<file path="src/rtl/prio_irq_pkg.sv">
// Shared definitions for the priority interrupt controller: sizes and FSM state type.
package prio_irq_pkg;

    localparam int unsigned NUM_REQ = 8;
    localparam int unsigned ID_W    = 3;

    typedef enum logic {
        IDLE  = 1'b0,
        OFFER = 1'b1
    } state_e;

endpackage : prio_irq_pkg

</file>
<file path="src/rtl/prio_enc8.sv">
// Combinational 8-to-3 priority encoder: reports the index of the highest set bit.
// Ports:
//   vec_i  - input vector, bit NUM_REQ-1 has highest priority
//   idx_c  - index of the highest set bit (0 when vec_i is zero)
//   any_c  - 1 when any bit of vec_i is set
module prio_enc8
    import prio_irq_pkg::*;
(
    input  logic [NUM_REQ-1:0] vec_i,
    output logic [ID_W-1:0]    idx_c,
    output logic               any_c
);

    // Ascending scan: the last hit is the highest set bit.
    always_comb begin
        idx_c = '0;
        any_c = |vec_i;
        for (int unsigned i = 0; i < NUM_REQ; i++) begin
            if (vec_i[i]) begin
                idx_c = ID_W'(i);
            end
        end
    end

endmodule : prio_enc8

</file>
<file path="src/rtl/priority_irq_ctrl.sv">
// Priority interrupt controller: captures request lines into a pending register and
// offers the highest-priority unmasked pending line through a valid/ready handshake.
// Optional build macro: PRIO_IRQ_OVF_EN enables the sticky overflow flag
// (undefined: ovf is tied to 0).
// Ports:
//   clk        - clock, rising edge
//   rst        - synchronous active-high reset
//   req        - request lines, bit 7 highest priority
//   mask       - 1 excludes a line from grant selection (it can still become pending)
//   en         - 1 allows new grants to be issued
//   out_ready  - consumer accepts the offered grant
//   out_valid  - grant offered
//   out_id     - index of the granted line
//   pending    - current pending register
//   ovf        - sticky overflow flag
module priority_irq_ctrl
    import prio_irq_pkg::*;
#(
    parameter int EDGE_MODE = 1
) (
    input  logic               clk,
    input  logic               rst,
    input  logic [NUM_REQ-1:0] req,
    input  logic [NUM_REQ-1:0] mask,
    input  logic               en,
    input  logic               out_ready,
    output logic               out_valid,
    output logic [ID_W-1:0]    out_id,
    output logic [NUM_REQ-1:0] pending,
    output logic               ovf
);

    state_e             state_q, state_d;
    logic [ID_W-1:0]    out_id_q, out_id_d;
    logic [NUM_REQ-1:0] pending_q, pending_d;
    logic [NUM_REQ-1:0] req_q;
    logic [NUM_REQ-1:0] cap_c;
    logic [NUM_REQ-1:0] clr_c;
    logic [NUM_REQ-1:0] elig_c;
    logic [ID_W-1:0]    enc_idx_c;
    logic               enc_any_c;
    logic               hs_c;

    // Capture term: rising edge or level, depending on EDGE_MODE.
    assign cap_c  = (EDGE_MODE != 0) ? (req & ~req_q) : req;

    // Handshake clears the granted line; a same-cycle capture re-sets it.
    assign hs_c      = (state_q == OFFER) && out_ready;
    assign clr_c     = hs_c ? (NUM_REQ'(1) << out_id_q) : '0;
    assign pending_d = (pending_q & ~clr_c) | cap_c;

    assign elig_c = pending_q & ~mask;

    prio_enc8 u_enc (
        .vec_i (elig_c),
        .idx_c (enc_idx_c),
        .any_c (enc_any_c)
    );

    // FSM state and grant id register.
    always_ff @(posedge clk) begin
        if (rst) begin
            state_q  <= IDLE;
            out_id_q <= '0;
        end else begin
            state_q  <= state_d;
            out_id_q <= out_id_d;
        end
    end

    // Next-state: every grant returns through IDLE, so the id is frozen during OFFER.
    always_comb begin
        state_d  = state_q;
        out_id_d = out_id_q;
        unique case (state_q)
            IDLE: begin
                if (en && enc_any_c) begin
                    state_d  = OFFER;
                    out_id_d = enc_idx_c;
                end
            end
            OFFER: begin
                if (out_ready) begin
                    state_d = IDLE;
                end
            end
            default: state_d = IDLE;
        endcase
    end

    // Pending register and request history for edge detection.
    always_ff @(posedge clk) begin
        if (rst) begin
            pending_q <= '0;
            req_q     <= '0;
        end else begin
            pending_q <= pending_d;
            req_q     <= req;
        end
    end

`ifdef PRIO_IRQ_OVF_EN
    logic ovf_q;

    // Sticky: a capture on a line that is already pending and not being cleared.
    always_ff @(posedge clk) begin
        if (rst) begin
            ovf_q <= 1'b0;
        end else if (|(cap_c & pending_q & ~clr_c)) begin
            ovf_q <= 1'b1;
        end
    end

    assign ovf = ovf_q;
`else
    assign ovf = 1'b0;
`endif

    assign out_valid = (state_q == OFFER);
    assign out_id    = out_id_q;
    assign pending   = pending_q;

endmodule : priority_irq_ctrl

</file>
<file path="config.mk">
export PLATFORM = sky130hd
export DESIGN_NAME = priority_irq_ctrl
export DESIGN_NICKNAME = d
export VERILOG_FILES = /design/src/rtl/prio_irq_pkg.sv /design/src/rtl/prio_enc8.sv /design/src/rtl/priority_irq_ctrl.sv
export SDC_FILE = /design/constraint.sdc
export NUM_CORES = 1
export LEC_CHECK = 0
export ABC_AREA = 1
export CORE_MARGIN = 4
export CORE_UTILIZATION = 39
export DETAILED_ROUTE_END_ITERATION = 10
export PLACE_DENSITY = 0.84
export SETUP_SLACK_MARGIN = 0.1
export SLEW_MARGIN = 20
export SYNTH_ARGS = -nofsm -noshare
export SYNTH_HDL_FRONTEND = slang
export SYNTH_HIERARCHICAL = 1
export SYNTH_SLANG_ARGS = --single-unit
</file>
<file path="constraint.sdc">
create_clock -name clk -period 1.2 [get_ports clk]
set_clock_uncertainty 0.2 [all_clocks]
set_input_delay 0.24 -clock clk [delete_from_list [all_inputs] [get_ports clk]]
set_output_delay 0.24 -clock clk [all_outputs]
set_load 0.03 [all_outputs]
</file>
== Word-level counts from Yosys, hierarchy flattened ==
Index checks and enable logic that the tools add are counted.

* Logic and storage cells: 28
* Output and inout bits: 13
* Flip-flop bits (word level): 20
* Input bits: 20

* Muxes and demuxes: 11
* Reductions and logical operators: 4
* Bitwise operators: 8
* Shift-type cells: 1

{| class="wikitable"
|+ Operators by type and width
! kind !! number
|-
| $and A8 B8 Y8 || 3
|-
| $not A8 Y8 || 3
|-
| $mux W3 || 4
|-
| $mux W8 || 1
|-
| $or A8 B8 Y8 || 1
|-
| $reduce_or A8 Y1 || 1
|-
| $shl A1 B3 Y8 const A || 1
|-
| $mux W2 || 2
|-
| $mux W1 || 3
|-
| $logic_and A1 B1 Y1 || 2
|-
| $pmux W1 S2 || 1
|-
| $reduce_and A2 Y1 || 1
|-
| $not A1 Y1 || 1
|}

== Logic depth before layout (Yosys ltp) ==
* Depth after elaboration: 9
* Depth in mapped cells: 11
* Depth with buffers taken out: 11

== Modules after synthesis ==
Netlist, hierarchy kept.

{| class="wikitable"
|+ Modules (own cells, without submodules)
! module !! seq. area each (sq um) !! cells each !! instances !! area each (sq um)
|-
| priority_irq_ctrl || 400.4 || 132 || 1 || 860.8
|-
| prio_enc8 || 0.0 || 20 || 1 || 77.6
|}

== Least setup slack after synthesis ==
OpenSTA, ideal clock, no wires.

* Path kind: register to register
* Start: register pending_q[3], in the netlist pending[3]
* End: register out_id_q[0], in the netlist out_id[0]
* Data arrival time: 1.155 ns
* Stages on the path, launching flop included: 10
* Library setup time: 0.113 ns
* Setup slack: -0.268 ns
* Buffers on the path: 0
* Period minus slack after synthesis: 1.468 ns
* Data required time: 0.887 ns
* Cells stage by stage: dfxtp_1 inv_1 nor2_1 inv_1 nand2_1 nor3_1 nand3_1 nand3_2 nor2_1 nor2_1

* Elaborated cells between the ends (all ways): 9
* Those cells by class: mux: 5; bitwise: 1; reduce/logical: 3

{| class="wikitable"
|+ RTL lines
! element !! line !! text
|-
| start: declaration || priority_irq_ctrl.sv:35 || <nowiki>logic [NUM_REQ-1:0] pending_q, pending_d;</nowiki>
|-
| start signal: assignment || priority_irq_ctrl.sv:97 || <nowiki>pending_q <= pending_d;</nowiki>
|-
| $and A8 B8 Y8 || priority_irq_ctrl.sv:52 || <nowiki>assign elig_c = pending_q & ~mask;</nowiki>
|-
| net elig_c[3] || priority_irq_ctrl.sv:39 || <nowiki>logic [NUM_REQ-1:0] elig_c;</nowiki>
|-
| $reduce_or A8 Y1 || prio_enc8.sv:17 || <nowiki>any_c = |vec_i;</nowiki>
|-
| net enc_any_c || priority_irq_ctrl.sv:41 || <nowiki>logic enc_any_c;</nowiki>
|-
| $logic_and A1 B1 Y1 || priority_irq_ctrl.sv:77 || <nowiki>if (en && enc_any_c) begin</nowiki>
|-
| $reduce_and A2 Y1 (no line) || -- ||
|-
| end signal: assignment || priority_irq_ctrl.sv:67 || <nowiki>out_id_q <= out_id_d;</nowiki>
|-
| end: declaration || priority_irq_ctrl.sv:34 || <nowiki>logic [ID_W-1:0] out_id_q, out_id_d;</nowiki>
|}

The timed path passes the listed nets, and every way through them passes these cells.
A chain may end at the register's enable or synchronous reset.

== Final worst setup path ==
* Start: register out_id_q[0], in the netlist out_id[0]
* End: output port out_id[0]

{| class="wikitable"
|+ RTL lines
! element !! line !! text
|-
| end: declaration || priority_irq_ctrl.sv:28 || <nowiki>output logic [ID_W-1:0] out_id,</nowiki>
|}

No word-level cell between the ends.

==> metrics list <==
- Setup violations remaining at the end of the flow were counted as 18.
- The number of nets handed over by synthesis was 172.
- Diode insertion count for antenna repair: 0
- Min cycle time layout: 1437 ps
* Share of synthesized flip-flops with an asynchronous set or reset: 0
* Cell with the most instances after synthesis: sky130_fd_sc_hd__nand2_1
* Width of the die: 57.05 µm
- The cell family contributing the most delay on the critical path is flip-flops.
- Entering global routing, the biggest net connects 19 pins.
- Routed via count: 1011
- In this run the static leakage power is 0.7885 nW.
* Vias in the first global route: 957
- The clock passes through at most 2 buffers.
- Data on the critical path is required at its endpoint by 760 ps.
- Synth top cells by count: sky130_fd_sc_hd__nand2_1 (50), sky130_fd_sc_hd__inv_1 (35), sky130_fd_sc_hd__nor2_1 (34), sky130_fd_sc_hd__dfxtp_1 (20), sky130_fd_sc_hd__nor2_2 (3)
- The slowest stage of the critical path belongs to the cell sky130_fd_sc_hd__dfxtp_1.
- The initial utilization of the core area, before any placement, comes to 0.4162.
* Placeable core area: 2255 µm²
- TritonCTS built the clock tree.
- On the worst path, the slowest cell contributes a delay of 490 ps.
- The floorplan step defined a die boundary enclosing 3255 µm².
* Worst reg2reg setup slack: -220 ps
- In this run the core area contains 17 standard-cell rows.
* Worst Path Max Fanout: 5
- Total routing usage reported by global routing: 0.1456
* Total cell area at the placement stage: 1356 µm²
- Number of fill cells in the layout: 203
* Worst Path Buf+Inv: 1
- WP data arrival: 1000 ps
- With fillers left out, the area of the finished cells amounts to 1570 µm².
* Share of layout cells above drive strength 1: 0.3645
- Final routed wire length divided by cell count: 10.54 µm
- Slew Limit Fails: 0
- The worst setup path is launched from a register.
- Synth top area share: 0.4267
- On the final layout, the worst hold slack is 188.5 ps.
- Clock-pin slew reported for the worst setup and hold paths after clock tree synthesis: 100 ps
- Outcome: finished, violations left
* Area Overhead vs Synth: 67.33%
- Number of DRC violations after detailed routing: 0
* Share of the cycle needed by the critical path after routing: 1.197
- Violations in the final reports: negative setup slack
- Based on the critical path, the design can be clocked at up to 0.6960 GHz.
- Number of H-tree levels: 1
- Source of the worst hold timing path: out_ready
- Antenna-violating nets left: 0
* Startpoint of the worst-slack reg-to-reg timing path: pending[3]
- Initial DRC count: 12
- Average vias per placed instance: 4.377
- Vertical die dimension: 57.05 µm
* Biggest area contributors in the synthesized netlist: sky130_fd_sc_hd__dfxtp_1 (43%), sky130_fd_sc_hd__nand2_1 (20%), sky130_fd_sc_hd__inv_1 (14%), sky130_fd_sc_hd__nor2_1 (14%), sky130_fd_sc_hd__nor2_2 (2.0%)
- In this run the tool buffered the top-level ports with 31 buffer cells.
- Register bit total from synthesis: 20
- Insertion delay to the later sink of the worst-skew pair: 290 ps
- R2R Path End: out_valid
- Endpoint class of the critical path: primary output
* # clock sinks: 20
- Global routing finished with a remaining overflow of 0.
- Register-to-Register Path Depth: 9
* Final hold vios: 0
* Number of top-level pins: 33
- Averaged over all synthesized cells, the footprint is 6.174 µm².
- Synthesis Warnings: 6
- Summed over all nets, the half-perimeter wirelength after detailed placement is 1754 µm.
- Power Density: 1125 nW/µm²
- The tightest min-delay check is of the in2reg type.
- Global-route wire length before repair: 3808 µm
- In the synthesized netlist the dominant register cell turns out to be sky130_fd_sc_hd__dfxtp_1.
* Routability Congestion: 0.8926
* Number of max-cap violations: 0
- Setup repair after global routing could not meet its margin everywhere.
- Walking the worst path, the cells encountered are buf_4.
- At the end of the flow, the number of nets in the layout was 224.
- The synthesized design contains 0 enable-type register cells.
- Summed over all layers, the routed wires come to 2434 µm.
- The setup path with the least slack is of type reg2out.
- The path with the worst hold slack has its endpoint at out_valid.
- The initial antenna violation count came to 0.
- Proportion of synthesized chip area in sequential cells: 0.4267
* Gate count after technology mapping: 152
- The worst hold path was traced through 3 stages.
- Mapped cell area: 938.4 µm²
- Clock Root Buffer: sky130_fd_sc_hd__clkbuf_4
- Netlist cell types: 15
- Once layout is complete, the utilization of the core stands at 0.6964.
- First-pass iteration count of the detailed router: 4
* Cell taking the most area after synthesis: sky130_fd_sc_hd__dfxtp_1
- Peak VDD IR: 0.8122 mV
- Final worst setup slack: -236.9 ps
- In this run, CTS created clock tree buffers numbering 3.
area by class of cell:
type | instances | area, µm² | share of cell area
repair buffers | 50 | 486.7 | 0.3100
inverters | 36 | 137.6 | 0.08765
clock buffers | 4 | 36.28 | 0.02311
well taps | 28 | 35.03 | 0.02231
flip-flops and latches | 20 | 426.7 | 0.2717
multi-input cells | 93 | 447.9 | 0.2853
per-layer routing:
metal,routed length (µm),global-route usage
met4,42,0.06291
met1,955,0.1550
met2,1309,0.2757
met3,126,0.02715
met5,0,0
what timing repair did:
item | in CTS | in global routing
buffers inserted | 5 | 2
endpoints found under the setup margin | 24 | 24
resized for setup | 25 | 18
hold buffers | 0 | 0
pin swaps | 9 | 6
cells by family after synthesis:
| family | count (synthesis) | share of synthesized area |
|---|---|---|
| other cells | 1 | 0.003996 |
| simple gates | 91 | 0.3840 |
| buf+inv | 39 | 0.1800 |
| compound gates | 1 | 0.005328 |
| flops | 20 | 0.4267 |
how the worst max path moves through the flow:
stage | startpoint | endpoint | cells past startpoint
final | out_id[0] | out_id[0] | 1
after detailed placement | mask[3] | out_id[0] | 10
after global routing | pending[3] | out_valid | 9
after floorplan | pending[3] | out_id[0] | 10
after global placement | mask[3] | out_id[0] | 10
after CTS | pending[3] | out_id[0] | 10
where the power goes:
part	switching, W	total [W]	leakage, nW	internal, W
sequential	0.0000446	0.000772	0.171	0.000728
clock	0.000193	0.000378	0.0210	0.000185
combinational	0.000317	0.000617	0.597	0.000301
total	0.000554	0.00177	0.789	0.00121
placed cells by master (no fill, tap or decap), types with 3 or more instances in the layout:
cell type / instances
sky130_fd_sc_hd__buf_6: 14
sky130_fd_sc_hd__nand2_2: 5
sky130_fd_sc_hd__clkbuf_4: 3
sky130_fd_sc_hd__inv_2: 4
sky130_fd_sc_hd__buf_4: 16
sky130_fd_sc_hd__inv_1: 31
sky130_fd_sc_hd__dfxtp_2: 6
sky130_fd_sc_hd__nor2_1: 22
sky130_fd_sc_hd__dfxtp_4: 5
sky130_fd_sc_hd__dfxtp_1: 9
sky130_fd_sc_hd__nor2_4: 4
sky130_fd_sc_hd__nand2_1: 45
sky130_fd_sc_hd__nor2_2: 11
sky130_fd_sc_hd__clkdlybuf4s50_1: 18
through the flow:
stage / worst slack, ps / total power, W / instances / setup TNS, ps
2_1_floorplan: -139.9 / 0.001042 / 152 / -740.4
3_3_place_gp: -488.4 / 0.001250 / 221 / -4806
3_5_place_dp: -541.1 / 0.001269 / 221 / -5325
4_1_cts: -200.4 / 0.001738 / 230 / -1637
5_1_grt: -288.0 / 0.001864 / 231 / -2502
6_report: -236.9 / 0.001767 / 231 / -1660
registers in the layout (all words and copies together) (netlist names):
| name | cells |
|---|---|
| out_id | 3 |
| pending | 8 |
| req_q | 8 |
| out_valid | 1 |
No activity file was read; power rests on OpenSTA's default activity.
